--- src/rtl/gauss3x3_rgb888_if.sv ---
// Window-in / BRAM-write-out bundle for the 3x3 Gaussian blur stage.
// slave: the filter (takes iEn/iValid/iWin0..8, drives oWe/oAddr/oPixel/oFrameDone/oBusy);
// master: the side that feeds windows and observes the frame-buffer writes.
interface gauss3x3_rgb888_if #(
   parameter int DATA_W = 24,
   parameter int ADDR_W = 17
);
   logic              iEn;
   logic              iValid;
   logic [DATA_W-1:0] iWin0;
   logic [DATA_W-1:0] iWin1;
   logic [DATA_W-1:0] iWin2;
   logic [DATA_W-1:0] iWin3;
   logic [DATA_W-1:0] iWin4;
   logic [DATA_W-1:0] iWin5;
   logic [DATA_W-1:0] iWin6;
   logic [DATA_W-1:0] iWin7;
   logic [DATA_W-1:0] iWin8;
   logic              oWe;
   logic [ADDR_W-1:0] oAddr;
   logic [DATA_W-1:0] oPixel;
   logic              oFrameDone;
   logic              oBusy;

   modport master (
      output iEn, iValid,
      output iWin0, iWin1, iWin2,
      output iWin3, iWin4, iWin5,
      output iWin6, iWin7, iWin8,
      input  oWe, oAddr, oPixel,
      input  oFrameDone, oBusy
   );

   modport slave (
      input  iEn, iValid,
      input  iWin0, iWin1, iWin2,
      input  iWin3, iWin4, iWin5,
      input  iWin6, iWin7, iWin8,
      output oWe, oAddr, oPixel,
      output oFrameDone, oBusy
   );
endinterface

--- src/rtl/gauss3x3_rgb888.sv ---
// 3x3 Gaussian blur (1 2 1 / 2 4 2 / 1 2 1, /16) per RGB888 channel, 3-stage
// pipeline, writing raster-ordered pixels to a frame-buffer BRAM.
// Ports: iClk, iRst (sync, active-high), bus (slave modport):
//   iEn advance enable, iValid + iWin0..8 window in,
//   oWe/oAddr/oPixel BRAM write, oFrameDone last-pixel pulse, oBusy.
// Optional macro GAUSS_ROUND_EN: round half up ((s+8)>>4) instead of truncating.
module gauss3x3_rgb888 #(
   parameter int DATA_W = 24,
   parameter int WIDTH  = 480,
   parameter int HEIGHT = 272,
   parameter int ADDR_W = 17
) (
   input logic iClk,
   input logic iRst,
   gauss3x3_rgb888_if.slave bus
);

   localparam int NPIX = WIDTH * HEIGHT;
   localparam logic [ADDR_W-1:0] LAST = ADDR_W'(NPIX - 1);

   typedef enum logic {
      IDLE,
      ACTIVE
   } state_t;

   state_t            state;
   logic              rV1, rV2, rV3;
   logic [9:0]        rT [3];
   logic [9:0]        rM [3];
   logic [9:0]        rB [3];
   logic [11:0]       rS [3];
   logic [DATA_W-1:0] rPix;
   logic [ADDR_W-1:0] rAddr;
   logic [DATA_W-1:0] win [9];
   logic              wr;
   logic              atLast;

   assign win[0] = bus.iWin0;
   assign win[1] = bus.iWin1;
   assign win[2] = bus.iWin2;
   assign win[3] = bus.iWin3;
   assign win[4] = bus.iWin4;
   assign win[5] = bus.iWin5;
   assign win[6] = bus.iWin6;
   assign win[7] = bus.iWin7;
   assign win[8] = bus.iWin8;

   function automatic logic [9:0] rowSum(
      input logic [7:0] a,
      input logic [7:0] b,
      input logic [7:0] c
   );
      return {2'b00, a} + {1'b0, b, 1'b0} + {2'b00, c};
   endfunction

   function automatic logic [11:0] colSum(
      input logic [9:0] t,
      input logic [9:0] m,
      input logic [9:0] b
   );
      return {2'b00, t} + {1'b0, m, 1'b0} + {2'b00, b};
   endfunction

   // 4080 + 8 still fits in 12 bits, so the rounded form cannot overflow.
   function automatic logic [7:0] scale(input logic [11:0] s);
      logic [11:0] r;
`ifdef GAUSS_ROUND_EN
      r = s + 12'd8;
`else
      r = s;
`endif
      return r[11:4];
   endfunction

   // Stall gating keeps a frozen S3 from writing the same pixel twice.
   assign wr     = rV3 & bus.iEn;
   assign atLast = (rAddr == LAST);

   assign bus.oWe        = wr;
   assign bus.oAddr      = rAddr;
   assign bus.oPixel     = rPix;
   assign bus.oFrameDone = wr & atLast & (state == ACTIVE);
   assign bus.oBusy      = (state == ACTIVE) | rV1 | rV2 | rV3;

   always_ff @(posedge iClk) begin
      if (iRst) begin
         state <= IDLE;
         rV1   <= 1'b0;
         rV2   <= 1'b0;
         rV3   <= 1'b0;
         rPix  <= '0;
         rAddr <= '0;
         for (int c = 0; c < 3; c++) begin
            rT[c] <= '0;
            rM[c] <= '0;
            rB[c] <= '0;
            rS[c] <= '0;
         end
      end else if (bus.iEn) begin
         rV1 <= bus.iValid;
         rV2 <= rV1;
         rV3 <= rV2;
         for (int c = 0; c < 3; c++) begin
            rT[c] <= rowSum(win[0][8*c +: 8],
                            win[1][8*c +: 8],
                            win[2][8*c +: 8]);
            rM[c] <= rowSum(win[3][8*c +: 8],
                            win[4][8*c +: 8],
                            win[5][8*c +: 8]);
            rB[c] <= rowSum(win[6][8*c +: 8],
                            win[7][8*c +: 8],
                            win[8][8*c +: 8]);
            rS[c] <= colSum(rT[c], rM[c], rB[c]);
            rPix[8*c +: 8] <= scale(rS[c]);
         end

         if (rV3) begin
            if (atLast) rAddr <= '0;
            else        rAddr <= rAddr + ADDR_W'(1);
         end

         // A window arriving with the last write keeps the next frame active.
         unique case (state)
            IDLE: begin
               if (bus.iValid) state <= ACTIVE;
            end
            ACTIVE: begin
               if (rV3 && atLast && !bus.iValid) state <= IDLE;
            end
            default: state <= IDLE;
         endcase
      end
   end

endmodule

--- src/flat_wrapper.sv ---
// flat-port wrapper written by rule: the top's interface ports become plain ports
module gauss3x3_rgb888_flat 
#(
   parameter int DATA_W = 24,
   parameter int WIDTH  = 480,
   parameter int HEIGHT = 272,
   parameter int ADDR_W = 17
)
  (iClk, iRst, bus_iEn, bus_iValid, bus_iWin0, bus_iWin1, bus_iWin2, bus_iWin3, bus_iWin4, bus_iWin5, bus_iWin6, bus_iWin7, bus_iWin8, bus_oWe, bus_oAddr, bus_oPixel, bus_oFrameDone, bus_oBusy);
  gauss3x3_rgb888_if #(.DATA_W(DATA_W), .ADDR_W(ADDR_W)) bus_i ();
  input logic iClk;
  input logic iRst;
  input wire logic [$bits(bus_i.iEn)-1:0] bus_iEn;
  input wire logic [$bits(bus_i.iValid)-1:0] bus_iValid;
  input wire logic [$bits(bus_i.iWin0)-1:0] bus_iWin0;
  input wire logic [$bits(bus_i.iWin1)-1:0] bus_iWin1;
  input wire logic [$bits(bus_i.iWin2)-1:0] bus_iWin2;
  input wire logic [$bits(bus_i.iWin3)-1:0] bus_iWin3;
  input wire logic [$bits(bus_i.iWin4)-1:0] bus_iWin4;
  input wire logic [$bits(bus_i.iWin5)-1:0] bus_iWin5;
  input wire logic [$bits(bus_i.iWin6)-1:0] bus_iWin6;
  input wire logic [$bits(bus_i.iWin7)-1:0] bus_iWin7;
  input wire logic [$bits(bus_i.iWin8)-1:0] bus_iWin8;
  output wire logic [$bits(bus_i.oWe)-1:0] bus_oWe;
  output wire logic [$bits(bus_i.oAddr)-1:0] bus_oAddr;
  output wire logic [$bits(bus_i.oPixel)-1:0] bus_oPixel;
  output wire logic [$bits(bus_i.oFrameDone)-1:0] bus_oFrameDone;
  output wire logic [$bits(bus_i.oBusy)-1:0] bus_oBusy;
  assign bus_i.iEn = bus_iEn;
  assign bus_i.iValid = bus_iValid;
  assign bus_i.iWin0 = bus_iWin0;
  assign bus_i.iWin1 = bus_iWin1;
  assign bus_i.iWin2 = bus_iWin2;
  assign bus_i.iWin3 = bus_iWin3;
  assign bus_i.iWin4 = bus_iWin4;
  assign bus_i.iWin5 = bus_iWin5;
  assign bus_i.iWin6 = bus_iWin6;
  assign bus_i.iWin7 = bus_iWin7;
  assign bus_i.iWin8 = bus_iWin8;
  assign bus_oWe = bus_i.oWe;
  assign bus_oAddr = bus_i.oAddr;
  assign bus_oPixel = bus_i.oPixel;
  assign bus_oFrameDone = bus_i.oFrameDone;
  assign bus_oBusy = bus_i.oBusy;
  gauss3x3_rgb888 #(.DATA_W(DATA_W), .WIDTH(WIDTH), .HEIGHT(HEIGHT), .ADDR_W(ADDR_W)) u_core (.iClk(iClk), .iRst(iRst), .bus(bus_i));
endmodule
--- config.mk ---
export PLATFORM = sky130hd
export DESIGN_NAME = gauss3x3_rgb888_flat
export DESIGN_NICKNAME = d
export VERILOG_FILES = /design/src/rtl/gauss3x3_rgb888_if.sv /design/src/rtl/gauss3x3_rgb888.sv /design/src/flat_wrapper.sv
export SDC_FILE = /design/constraint.sdc
export NUM_CORES = 1
export LEC_CHECK = 0
export CELL_PAD_IN_SITES_DETAIL_PLACEMENT = 0
export CELL_PAD_IN_SITES_GLOBAL_PLACEMENT = 1
export CORE_MARGIN = 4
export CORE_UTILIZATION = 25
export DETAILED_ROUTE_END_ITERATION = 10
export GPL_ROUTABILITY_DRIVEN = 0
export PLACE_DENSITY = 0.51
export SYNTH_ARGS = -nofsm -noshare
export SYNTH_HDL_FRONTEND = slang
export SYNTH_SLANG_ARGS = --single-unit
--- constraint.sdc ---
create_clock -name iClk -period 2.9 [get_ports iClk]
set_input_delay 0.29 -clock iClk [delete_from_list [all_inputs] [get_ports iClk]]
set_output_delay 0.29 -clock iClk [all_outputs]
set_load 0.02 [all_outputs]
==> run metrics, run 1 <==
status=complete, no violations; setup violators final=0; Clk pwr share=about a quarter; Rows=78; max-cap violation count=0; Via Count=8460; IO Count=between 200 and 300; Seq/Total Area, Yosys=37.4%; CP delay by family, top=adder cells; WHS Path Cells=3; Post-Syn Area=approximately 12000 um2; antenna violations before repair=0; Die X=223 um; vias per inst=between 4 and 5; P per Cell Area=541 nW/um2; Min-Delay Path Class=in2reg; FF+latch area=4320 um2; Hold Crit Start=bus_iEn; chip height=about 220 um; combinational share of power=slightly below 40%; slowest stage cell, crit path=fa_1; Async SR Flop Fraction=0%; Worst setup EP type=flip-flop; CTS Buffer Depth=2; TritonCTS buffer count=17; Inserted Diodes=0; end of the worst register-to-register path=u_core.rS[0][34]; switching power=2.87 mW; die area=roughly 50000 um2; Achievable Freq=365 MHz; CP Max Fanout=2; RSZ-0062 raised after global routing=no; most common cell after layout, fill and taps aside=clkdlybuf4s50_1; worst reg2reg setup slack=250 ps; dpl hpwl=25400 um; clk slew on worst S/H paths=around 70 ps; Syn Area/Cell=11.2 um2; fraction of layout cells with a size suffix above 1=6.52%; relative slew slack=55.7%; Fin. Hold Viols=0; crit-path cells=clkdlybuf4s50_1 > fa_1 > ha_1 > inv_1 > fa_1 > nor2b_1 > o21ai_0 > a21oi_1 > mux2i_1 > a311o_1; DR WL/cell=15.8 um; Critical path buffers and inverters=2; Worst Hold End=u_core.rV1; core box area=45600 um2; CTS tree=built; distinct cell type count after synthesis=56; DRT Pass-1 Iters=5; RR Startpoint=u_core.rB[0][27]; WS Path Type=in2reg; first-pass GRT wire length=just under 50000 um; Top cell by count, worst path=fa_1; final period utilization=94.5%; post-route ant nets=0; # fillers=4624; DR iter-0 viols=344; root buffer cell=clkbuf_16; most frequent cells in the layout=clkdlybuf4s50_1 (262), nor2_1 (122), edfxtp_1 (114), ha_1 (109), fa_1 (99); P_leak=roughly 6.4 nW; multi-input combinational cell area=6920 um2; sequential share of power=34.2%; crit-path max cell delay=600 ps; Final TNS setup=0 ps; switch share=33.5%; fin. max-slew vios=0; Post-synth EDFFs=~110; grt total ovfl=0; Initial Utilization=25.4%; H-tree levels=4; PortBufs=263; Yosys warnings=0; Least-Margin Pin Slew=665 ps; Syn Inst Count=1030; Final Power=8.57 mW; startpoint types=primary input; syn_nets=1458; DRC=0; worst r2r path cells=7; critical path arrival=2920 ps; clk_lat worst skew=430 ps; Pint=5.70 mW; area grow syn2layout=36.9%; final net count=about 1800; VDD IR max=0.000420 V; Final Cell Area=15800 um2; minimum clock period=2740 ps; Total GRT Usage=between 10% and 20%; Primary FF master, synth=edfxtp_1; Detailed Route WL=between 30000 and 40000 um; Final Skew=around 7.9 ps; WP data required=3080 ps; largest net degree at the start of global routing=about 120; CTS sink cnt=159; vias in the first global route=8897; synthesis-stage register bit count=159; DP Area=15200 um2; cts hold-fix bufs=0
[what timing repair did]
item / CTS / global route
endpoints found under the setup margin: 0 / 3
setup buffers: 0 / 0
resized for setup: 0 / 1
[synthesized netlist by cell type, drive strengths merged (7+ instances only)]
library cell / n / area share (%)
nand3: 14 / 0.61
o21a: 7 / 0.45
a211oi: 17 / 1.1
xor2: 38 / 2.9
edfxtp: 114 / 30
mux2i: 30 / 2.6
o21bai: 11 / 0.71
clkbuf: 7 / 0.23
nor2: 122 / 4.0
dfxtp: 45 / 7.8
fa: 99 / 17
nand4: 7 / 0.38
and2: 28 / 1.5
ha: 109 / 12
or4: 9 / 0.58
inv: 62 / 2.0
xnor2: 24 / 1.8
a21oi: 39 / 1.7
nor3b: 13 / 0.84
a31oi: 12 / 0.65
nand2: 36 / 1.2
o21ai: 49 / 2.1
nor3: 27 / 1.2
buf: 15 / 0.67
a21o: 21 / 1.4
nand2b: 16 / 0.87
o211ai: 10 / 0.65
[cell families (layout without fill, tap and decap cells)]
family	after synthesis	in the layout	share of synthesized area [%]
simple gates	302	302	13.1
fa+ha+maj	208	208	28.9
compound gates	185	185	10.3
flops	159	159	37.4
buf+inv	84	403	2.91
xor+xnor	62	62	4.70
mux	30	30	2.60
[layout make-up]
type,count,share of cell area [%]
clock buffers,19,2.87
multi-input cells,787,43.7
flip-flops and latches,159,27.3
clock inverters,13,0.782
well taps,600,4.74
inverters,62,1.47
repair buffers,309,19.1
[stage by stage]
stage                     hold slack, ps  cells  setup slack [ps]  utilization [%]
after floorplan                      399   1030               203                -
after global placement               463   1917              -256             33.5
after detailed placement             472   1917              -305             33.5
after CTS                            241   1949              95.3             34.7
after global routing                 263   1949              10.1             34.7
final                                264   1949               159             34.7
[power by group through the flow]
stage	logic [mW]	clock network, mW	registers, mW
2_1_floorplan	2.17	0	2.98
3_3_place_gp	3.45	0	2.98
3_5_place_dp	3.44	0	2.99
4_1_cts	3.46	2.34	2.94
5_1_grt	3.87	2.43	2.96
6_report	3.39	2.25	2.93
[how the worst max path moves through the flow]
stage | start | end | slack [ps] | cells after the start
floorplan | bus_iEn | u_core.rB[0][0] | 200 | 3
global placement | bus_iWin5[1] | u_core.rM[0][7] | -260 | 11
detailed placement | bus_iWin5[9] | u_core.rM[0][17] | -310 | 10
CTS | u_core.rB[0][2] | u_core.rS[0][9] | 100 | 10
global route | bus_iWin5[1] | u_core.rM[0][7] | 10 | 11
finish | bus_iWin5[9] | u_core.rM[0][17] | 160 | 10
[worst min-delay path, cell delays in order]
cell	delay, ps
buf_2	200
mux2i_1	100
nor2_1	70
[layer usage]
layer	track usage [%]	share of wire (%)
met5	0	0
met1	17.5	50
met4	2.41	0.93
met3	2.51	3.4
met2	20.1	46
[sequential cells by signal (all words and copies together), names as in the netlist, 17 cells and up]
signal            flops
u_core.bus.oAddr     17
bus_oPixel           24
u_core.rS            24
u_core.rT            30
u_core.rM            30
u_core.rB            30
(Power assumes the default switching activity.)
==> run 2, diff against run 1 <==
--- a/config.mk
+++ b/config.mk
@@ -8,10 +8,11 @@
 export CELL_PAD_IN_SITES_DETAIL_PLACEMENT = 0
 export CELL_PAD_IN_SITES_GLOBAL_PLACEMENT = 1
 export CORE_MARGIN = 4
-export CORE_UTILIZATION = 25
+export CORE_UTILIZATION = 43
+export CTS_BUF_LIST = sky130_fd_sc_hd__clkbuf_16
 export DETAILED_ROUTE_END_ITERATION = 10
 export GPL_ROUTABILITY_DRIVEN = 0
-export PLACE_DENSITY = 0.51
+export PLACE_DENSITY = 0.83
 export SYNTH_ARGS = -nofsm -noshare
 export SYNTH_HDL_FRONTEND = slang
 export SYNTH_SLANG_ARGS = --single-unit
==> constraint.sdc (replaced) <==
create_clock -name iClk -period 3.5 [get_ports iClk]
set_input_delay 0.35 -clock iClk [delete_from_list [all_inputs] [get_ports iClk]]
set_output_delay 0.35 -clock iClk [all_outputs]
set_load 0.02 [all_outputs]
==> run metrics, run 2 (synthesis gave the netlist of run 1 again) <==
Achievable Freq=349 MHz; Via Count=8477 (was 8460); startpoint types=primary input (unchanged); core box area=26300 um2 (was 45600 um2); DRT Pass-1 Iters=5 (unchanged); WP data required=3660 ps (was 3080 ps); Place WS=223 ps (was -305 ps); Fin. Hold Viols=0 (unchanged); CP Max Fanout=3 (was 2); P_leak=6.20 nW (was 6.39 nW); clk slew on worst S/H paths=60 ps (was 70 ps); critical path arrival=3030 ps (was 2920 ps); WS Path Type=in2reg (unchanged); P per Cell Area=449 nW/um2 (was 541 nW/um2); H-tree levels=4 (unchanged); antenna violations before repair=0 (unchanged); DR iter-0 viols=392 (was 344); Least-Margin Pin Slew=621 ps (was 665 ps); final net count=1728 (was 1764); met1 Use GR=24.1% (was 17.5%); most frequent cells in the layout=clkdlybuf4s50_1 (262), nor2_1 (122), edfxtp_1 (114), ha_1 (109), fa_1 (99) (unchanged); minimum clock period=~2900 ps; multi-input combinational cell area=6920 um2 (about the same); DRC=0 (unchanged); PortBufs=263 (unchanged); vias in the first global route=8296 (was 8897); RSZ-0062 raised after global routing=no (unchanged); Final TNS setup=0 ps (unchanged); FF+latch area=4320 um2 (unchanged); CTS Buffer Depth=2 (unchanged); Final Skew=14.2 ps (was 7.93 ps); vias per inst=5.14 (was 4.34); final worst slack=631 ps (was 159 ps); Total GRT Usage=17.6% (was 12.5%); met2 GRT Util=28.9% (was 20.1%); fraction of layout cells with a size suffix above 1=3.96% (was 6.52%); TritonCTS buffer count=17 (unchanged); max-cap violation count=0 (unchanged); final period utilization=between 80% and 90%; Detailed Route WL=26000 um (was 30900 um); setup bufs post-CTS=0 (unchanged); gr busiest metal=met2 (unchanged); die area=29600 um2 (was 49800 um2); cts hold-fix bufs=0 (unchanged); dpl hpwl=21200 um (was 25400 um); first-pass GRT wire length=41300 um (was 49100 um); status=complete, no violations (unchanged); area grow syn2layout=31.3% (was 36.9%); largest registers=u_core.rB x30, u_core.rM x30, u_core.rT x30 (unchanged); largest net degree at the start of global routing=57 (was 115); chip height=172 um (was 223 um); VDD IR max=0.000327 V (was 0.000420 V); clk_lat worst skew=430 ps (about the same); Initial Utilization=44.0% (was 25.4%); Rows=59 (was 78); Worst setup EP type=flip-flop (unchanged); most common cell after layout, fill and taps aside=clkdlybuf4s50_1 (unchanged); Inserted Diodes=0 (unchanged); PostCTS Resize Cnt=0 (unchanged); IO Count=264 (unchanged); root buffer cell=clkbuf_16 (unchanged); # fillers=2237 (was 4624); Min-Delay Path Class=in2reg (unchanged); CTS tree=built (unchanged); fin. max-slew vios=0 (unchanged); DR WL/cell=15.8 um (about the same); relative slew slack=58.6% (was 55.7%); CTS sink cnt=159 (unchanged); post-route ant nets=0 (unchanged); setup violators final=0 (unchanged); grt total ovfl=0 (unchanged); Die X=172 um (was 223 um); met3 Use GR=4.12% (was 2.51%)
[run 2: cell count changes in the layout (fill, tap and decap cells not counted), moves of 2 or more]
cell,delta
buf_4,-35
inv_4,-2
clkinv_4,-2
inv_2,+2
clkinv_2,+2
[run 2: metal layers]
metal	part of all wire [%]	up-vias	wire, um
met4	1.1	0	274
met1	46	3993	11900
met5	0	-	0
met2	47	234	12300
met3	5.8	14	1500
li1	-	4236	-
[run 2: worst max-delay path, cell delays in order]
cell             delay, ps
clkdlybuf4s50_1        430
fa_1                   560
ha_1                   230
inv_1                   70
fa_1                   370
nor2b_1                150
o21ai_0                110
a21oi_1                280
mux2i_1                140
a311o_1                350
[run 2: cell type report]
type | instances | share of cell area (%)
multi-input combinational | 787 | 45.6
sequential | 159 | 28.5
timing repair buffer | 273 | 18.0
clock buffer | 18 | 2.97
tap | 335 | 2.76
inverter | 62 | 1.53
clock inverter | 14 | 0.667
[run 2: power breakdown]
group / internal, mW / leakage (nW) / total [mW] / switching (mW)
registers: 2.31 / 1.60 / 2.43 / 0.118
logic: 1.28 / 4.32 / 2.65 / 1.36
clock network: 0.962 / 0.285 / 1.75 / 0.785
total: 4.56 / 6.20 / 6.83 / 2.27
[run 2: per-stage QoR]
step                hold slack (ps)  cell area (um2)  power (mW)  cells  util [%]
floorplan                       445            11600        4.27   1030         -
global placement                463            14600        5.09   1616      55.7
detailed placement              472            14600        5.12   1616      55.7
CTS                             439            15200        6.90   1648      57.8
global route                    481            15200        7.34   1648      57.8
finish                          443            15200        6.83   1648      57.8
[run 2: final timing paths]
path | startpoint | endpoint | slack [ps] | depth (start not counted)
max | bus_iWin5[9] | u_core.rM[0][17] | 630 | 10
min | bus_iEn | u_core.bus.oAddr[1] | 440 | 4
max reg2reg | u_core.rB[0][26] | u_core.rS[0][34] | 820 | 7
min reg2reg | u_core.rS[0][16] | bus_oPixel[8] | 480 | 2
